## src/rtl/riscv_pkg.sv

```systemverilog
// Shared types and constants for the five-stage RV32I core.
package riscv_pkg;

    localparam int unsigned XLEN = 32;
    localparam int unsigned REGW = 5;

    typedef enum logic [1:0] {
        ResultAlu = 2'b00,
        ResultMem = 2'b01,
        ResultPc4 = 2'b10
    } result_src_e;

    typedef enum logic [2:0] {
        AluAdd = 3'b000,
        AluSub = 3'b001,
        AluAnd = 3'b010,
        AluOr  = 3'b011,
        AluSlt = 3'b101
    } alu_ctrl_e;

    typedef struct packed {
        logic       RegWrite;
        logic [1:0] ResultSrc;
        logic       MemWrite;
        logic       Jump;
        logic       Branch;
        logic [2:0] ALUControl;
        logic       ALUSrc;
    } ctrl_e_t;

    localparam ctrl_e_t CTRL_BUBBLE = '0;

endpackage

```

## src/rtl/pipe_field_reg.sv

```systemverilog
// One pipeline field: reset to zero, flush to FlushVal, hold on stall, else capture.
module pipe_field_reg #(
    parameter int unsigned       Width    = 1,
    parameter logic [Width-1:0] FlushVal = '0
) (
    input  logic             clk,
    input  logic             reset,
    input  logic             stall_i,
    input  logic             flush_i,
    input  logic [Width-1:0] d_i,
    output logic [Width-1:0] q_o
);

    logic [Width-1:0] field_d;
    logic [Width-1:0] field_q;

    // Flush beats stall so a bubble is never lost behind a held instruction.
    always_comb begin
        field_d = field_q;
        if (flush_i) begin
            field_d = FlushVal;
        end else if (!stall_i) begin
            field_d = d_i;
        end
    end

    always_ff @(posedge clk) begin
        if (reset) begin
            field_q <= '0;
        end else begin
            field_q <= field_d;
        end
    end

    assign q_o = field_q;

endmodule

```

## src/rtl/id_ex_pipe_reg.sv

```systemverilog
// Decode-to-Execute pipeline register with stall, flush and a valid bit.
module id_ex_pipe_reg
    import riscv_pkg::*;
#(
    parameter int unsigned XLEN = riscv_pkg::XLEN,
    parameter int unsigned REGW = riscv_pkg::REGW
) (
    input  logic            clk,
    input  logic            reset,
    input  logic            StallE,
    input  logic            FlushE,
    input  logic            Valid_D,
    input  logic            RegWrite_D,
    input  logic            MemWrite_D,
    input  logic            Jump_D,
    input  logic            Branch_D,
    input  logic            ALUSrc_D,
    input  logic [1:0]      ResultSrc_D,
    input  logic [2:0]      ALUControl_D,
    input  logic [XLEN-1:0] RD1_D,
    input  logic [XLEN-1:0] RD2_D,
    input  logic [XLEN-1:0] PC_D,
    input  logic [XLEN-1:0] ImmExt_D,
    input  logic [XLEN-1:0] PCPlus4_D,
    input  logic [REGW-1:0] Rs1_D,
    input  logic [REGW-1:0] Rs2_D,
    input  logic [REGW-1:0] Rd_D,
    output logic            Valid_E,
    output logic            RegWrite_E,
    output logic            MemWrite_E,
    output logic            Jump_E,
    output logic            Branch_E,
    output logic            ALUSrc_E,
    output logic [1:0]      ResultSrc_E,
    output logic [2:0]      ALUControl_E,
    output logic [XLEN-1:0] RD1_E,
    output logic [XLEN-1:0] RD2_E,
    output logic [XLEN-1:0] PC_E,
    output logic [XLEN-1:0] ImmExt_E,
    output logic [XLEN-1:0] PCPlus4_E,
    output logic [REGW-1:0] Rs1_E,
    output logic [REGW-1:0] Rs2_E,
    output logic [REGW-1:0] Rd_E
);

    localparam int unsigned CtrlW = $bits(ctrl_e_t);
    localparam int unsigned DataW = 5 * XLEN;
    localparam int unsigned IdxW  = 3 * REGW;

    ctrl_e_t          ctrl_d, ctrl_q;
    logic [DataW-1:0] data_d, data_q;
    logic [IdxW-1:0]  idx_d,  idx_q;

    always_comb begin
        ctrl_d            = CTRL_BUBBLE;
        ctrl_d.RegWrite   = RegWrite_D;
        ctrl_d.ResultSrc  = ResultSrc_D;
        ctrl_d.MemWrite   = MemWrite_D;
        ctrl_d.Jump       = Jump_D;
        ctrl_d.Branch     = Branch_D;
        ctrl_d.ALUControl = ALUControl_D;
        ctrl_d.ALUSrc     = ALUSrc_D;
    end

    assign data_d = {RD1_D, RD2_D, PC_D, ImmExt_D, PCPlus4_D};
    // Zeroed indices on flush keep the forwarding comparators from matching a live register.
    assign idx_d  = {Rs1_D, Rs2_D, Rd_D};

    pipe_field_reg #(
        .Width    (CtrlW),
        .FlushVal (CTRL_BUBBLE)
    ) u_ctrl (
        .clk     (clk),
        .reset   (reset),
        .stall_i (StallE),
        .flush_i (FlushE),
        .d_i     (ctrl_d),
        .q_o     (ctrl_q)
    );

    pipe_field_reg #(
        .Width    (DataW),
        .FlushVal ('0)
    ) u_data (
        .clk     (clk),
        .reset   (reset),
        .stall_i (StallE),
        .flush_i (FlushE),
        .d_i     (data_d),
        .q_o     (data_q)
    );

    pipe_field_reg #(
        .Width    (IdxW),
        .FlushVal ('0)
    ) u_idx (
        .clk     (clk),
        .reset   (reset),
        .stall_i (StallE),
        .flush_i (FlushE),
        .d_i     (idx_d),
        .q_o     (idx_q)
    );

    pipe_field_reg #(
        .Width    (1),
        .FlushVal (1'b0)
    ) u_valid (
        .clk     (clk),
        .reset   (reset),
        .stall_i (StallE),
        .flush_i (FlushE),
        .d_i     (Valid_D),
        .q_o     (Valid_E)
    );

    assign RegWrite_E   = ctrl_q.RegWrite;
    assign ResultSrc_E  = ctrl_q.ResultSrc;
    assign MemWrite_E   = ctrl_q.MemWrite;
    assign Jump_E       = ctrl_q.Jump;
    assign Branch_E     = ctrl_q.Branch;
    assign ALUControl_E = ctrl_q.ALUControl;
    assign ALUSrc_E     = ctrl_q.ALUSrc;

    assign {RD1_E, RD2_E, PC_E, ImmExt_E, PCPlus4_E} = data_q;
    assign {Rs1_E, Rs2_E, Rd_E}                      = idx_q;

endmodule

```

## config.mk

```make
export PLATFORM = sky130hd
export DESIGN_NAME = id_ex_pipe_reg
export DESIGN_NICKNAME = d
export VERILOG_FILES = /design/src/rtl/riscv_pkg.sv /design/src/rtl/pipe_field_reg.sv /design/src/rtl/id_ex_pipe_reg.sv
export SDC_FILE = /design/constraint.sdc
export NUM_CORES = 1
export LEC_CHECK = 0
export ABC_AREA = 1
export CORE_AREA = 2 2 176 126
export DETAILED_ROUTE_END_ITERATION = 16
export DIE_AREA = 0 0 178 128
export PLACE_DENSITY = 0.76
export SLEW_MARGIN = 5
export SYNTH_ARGS = -nofsm -noshare
export SYNTH_HDL_FRONTEND = slang
export SYNTH_SLANG_ARGS = --single-unit
```

## constraint.sdc

```tcl
create_clock -name clk -period 1 [get_ports clk]
set_clock_uncertainty 0.15 [all_clocks]
set_input_delay 0.2 -clock clk [delete_from_list [all_inputs] [get_ports clk]]
set_output_delay 0.2 -clock clk [all_outputs]
set_load 0.05 [all_outputs]
```

==> run metrics <==
status=complete, but fails checks; violated checks=negative hold slack, negative setup slack; DRT Wirelength=24.1 mm; register share of total power=42.1%; Reg2Reg Depth=5; Slowest-stage cell, CP=dfxtp_4; Pins Over Slew Limit=0; P_sw=5.74 mW; CTS sink count=186; die width=178 um; fin util=69.4%; Die Y=128 um; clock buffer count from CTS=17; Clock Latency Late Sink=0.42 ns; Rows=45; gr usage total=20.9%; Syn Area/Cell=6.39 um2; Peak VDD IR=872 uV; Mapped Area=7520 um2; critical path arrival=0.94 ns; switching part of the total power=29.8%; dpl hpwl=18.3 mm; global-route wire length before repair=37.5 mm; Overflow after GRT=0; Crit path required time=0.65 ns; # IOs=376; Slew Limit Headroom=84.8%; CTS H-tree depth=4; DRT Pass-1 Iters=5; largest net degree at the start of global routing=57; fin crit period=1.29 ns; final RePlAce weighted congestion=0.778; Clock transition at path regs=0.08 ns; Root Driver=clkbuf_16; Worst Path Buf+Inv=1; cell leakage power=6.67 nW; WL/cell=12.9 um; DRT antenna net count=0; unrepaired setup endpoints after global routing=true; Yosys reg bits=186; setup slack, reg-to-reg=0.08 ns; Synth Instances=1178; crit-path cells=buf_12; asr flop ratio synth=0%; CP Launch Point=u_data.q_o[12]$_SDFFE_PP0N_; antenna violations before repair=0; Starting Density=35.4%; RR Startpoint=u_data.q_o[110]$_SDFFE_PP0N_; # DRC=0; Netlist cell types=8; final setup vio count=186; yosys warns=0; CP Depth=1; die area=22800 um2; PortBufs=375; Placeable Area=21200 um2; delay-heaviest family, CP=flip-flops; Commonest cells post-synth=nand2_1, nor2_1, dfxtp_1, inv_1, buf_2; TritonCTS clock tree=yes; setup tns final=-49.40 ns; PD cells=1310 nW/um2; top cell type's share of synthesized area=49.5%; worst r2r dst=u_data.q_o[110]$_SDFFE_PP0N_; fin nets=1773; Achievable Freq=777 MHz; Synth area leader=dfxtp_1; Overall Power=19.3 mW; Min Hold Slack=-0.00538 ns; number of global-route vias before repair=7650; Max Cap Viol=0; Syn Nets=1368; share of layout cells above drive strength 1=29.9%; Int Power=13.5 mW; top post-synthesis cells by area=dfxtp_1, nand2_1, nor2_1, inv_1, buf_2; Initial DRC Count=309; Inserted Diodes=0; DR vias=7887; Seq/Total Area, Yosys=49.5%; CP Launch Type=flop; CP endpoint=PCPlus4_E[12]; Clock Power Share=33.7%; Crit Path Class=flop to output pin; Vias/cell=4.20; Layout area overhead=95.9%; CP peak stage delay=0.36 ns; CP max FO=2; worst setup margin=-0.288 ns; Final Hold Fails=1; Logic pwr share=24.2%; Cell Area, Placed=13900 um2; Final period util=129%; Worst Tran Pin Value=0.229 ns; Hold Crit Class=input port to flop; Post-synth top flop=dfxtp_1; clock tree buffer depth=2; CP Capture Type=output pin; Final Cell Area=14700 um2; Post-synth EDFFs=0
## area by class of cell
type                       count  area, um2
fill                        1554       6490
clock inverter                12        111
inverter                     186        698
timing repair buffer         447       6350
tap                          282        353
sequential                   186       3980
multi-input combinational    745       2800
clock buffer                  19        443
## metal layers
layer | GRT usage [%] | vias up | wire [um]
li1 | - | 4130 | -
met1 | 22.8 | 3470 | 9440
met2 | 37.5 | 259 | 12100
met3 | 7.95 | 28 | 2180
met4 | 6.70 | 0 | 450
met5 | 0 | - | 0
## worst min path at each step
stage          cells past startpoint                      endpoint                          from
3_5_place_dp                       4  u_data.q_o[156]$_SDFFE_PP0N_  u_data.q_o[156]$_SDFFE_PP0N_
2_1_floorplan                      2    u_ctrl.q_o[0]$_SDFFE_PP0N_                      ALUSrc_D
6_report                           3    u_data.q_o[0]$_SDFFE_PP0N_                        StallE
4_1_cts                            4    u_data.q_o[0]$_SDFFE_PP0N_                        StallE
5_1_grt                            3    u_data.q_o[0]$_SDFFE_PP0N_                        StallE
3_3_place_gp                       4     u_idx.q_o[6]$_SDFFE_PP0N_     u_idx.q_o[6]$_SDFFE_PP0N_
## power by group through the flow
stage / Sequential [mW] / Combinational, mW / Clock (mW)
finish: 8.12 / 4.66 / 6.49
global route: 8.16 / 4.97 / 6.96
CTS: 8.14 / 4.65 / 6.64
detailed placement: 8.31 / 4.56 / 0
global placement: 8.29 / 4.50 / 0
floorplan: 9.24 / 1.06 / 0
## layout by cell type, fill, tap and decap left out
cell	instances
buf_12	198
inv_1	185
clkbuf_16	17
clkinv_4	3
inv_8	4
buf_4	55
clkbuf_1	1
nor2_4	1
inv_2	1
inv_6	2
dfxtp_2	178
clkinvlp_4	3
nor2_1	372
buf_6	2
clkdlybuf4s15_1	2
clkdlybuf4s50_1	186
nand2_1	372
buf_8	3
buf_16	1
dfxtp_4	8
clkbuf_8	1
## sequential cells by signal (all words and copies together), names as in the netlist
| register | count |
|---|---|
| u_ctrl.q_o | 10 |
| u_data.q_o | 160 |
| u_idx.q_o | 15 |
| u_valid.q_o | 1 |
## per-stage QoR
stage	hold slack [ns]	worst slack (ns)	instances
final	-0.00538	-0.288	1877
after global placement	0.361	-0.517	1816
after detailed placement	0.366	-0.556	1816
after global routing	0.0240	-0.319	1877
after CTS	0.0180	-0.309	1865
after floorplan	0.179	0.000102	1178
## cell families after synthesis
family                 count (synthesis)  share of synthesized area, %
AND/OR/NAND/NOR                      745                          37.2
buffers and inverters                247                          13.3
flip-flops                           186                          49.5
## timing repair
action	in CTS	in global routing
resized for setup	7	13
gates cloned	1	0
hold buffers	1	0
setup endpoints to repair	369	230
pin swaps	2	4
endpoints found under the hold margin	2	0
setup buffers	16	14
No activity file was read; power rests on OpenSTA's default activity.
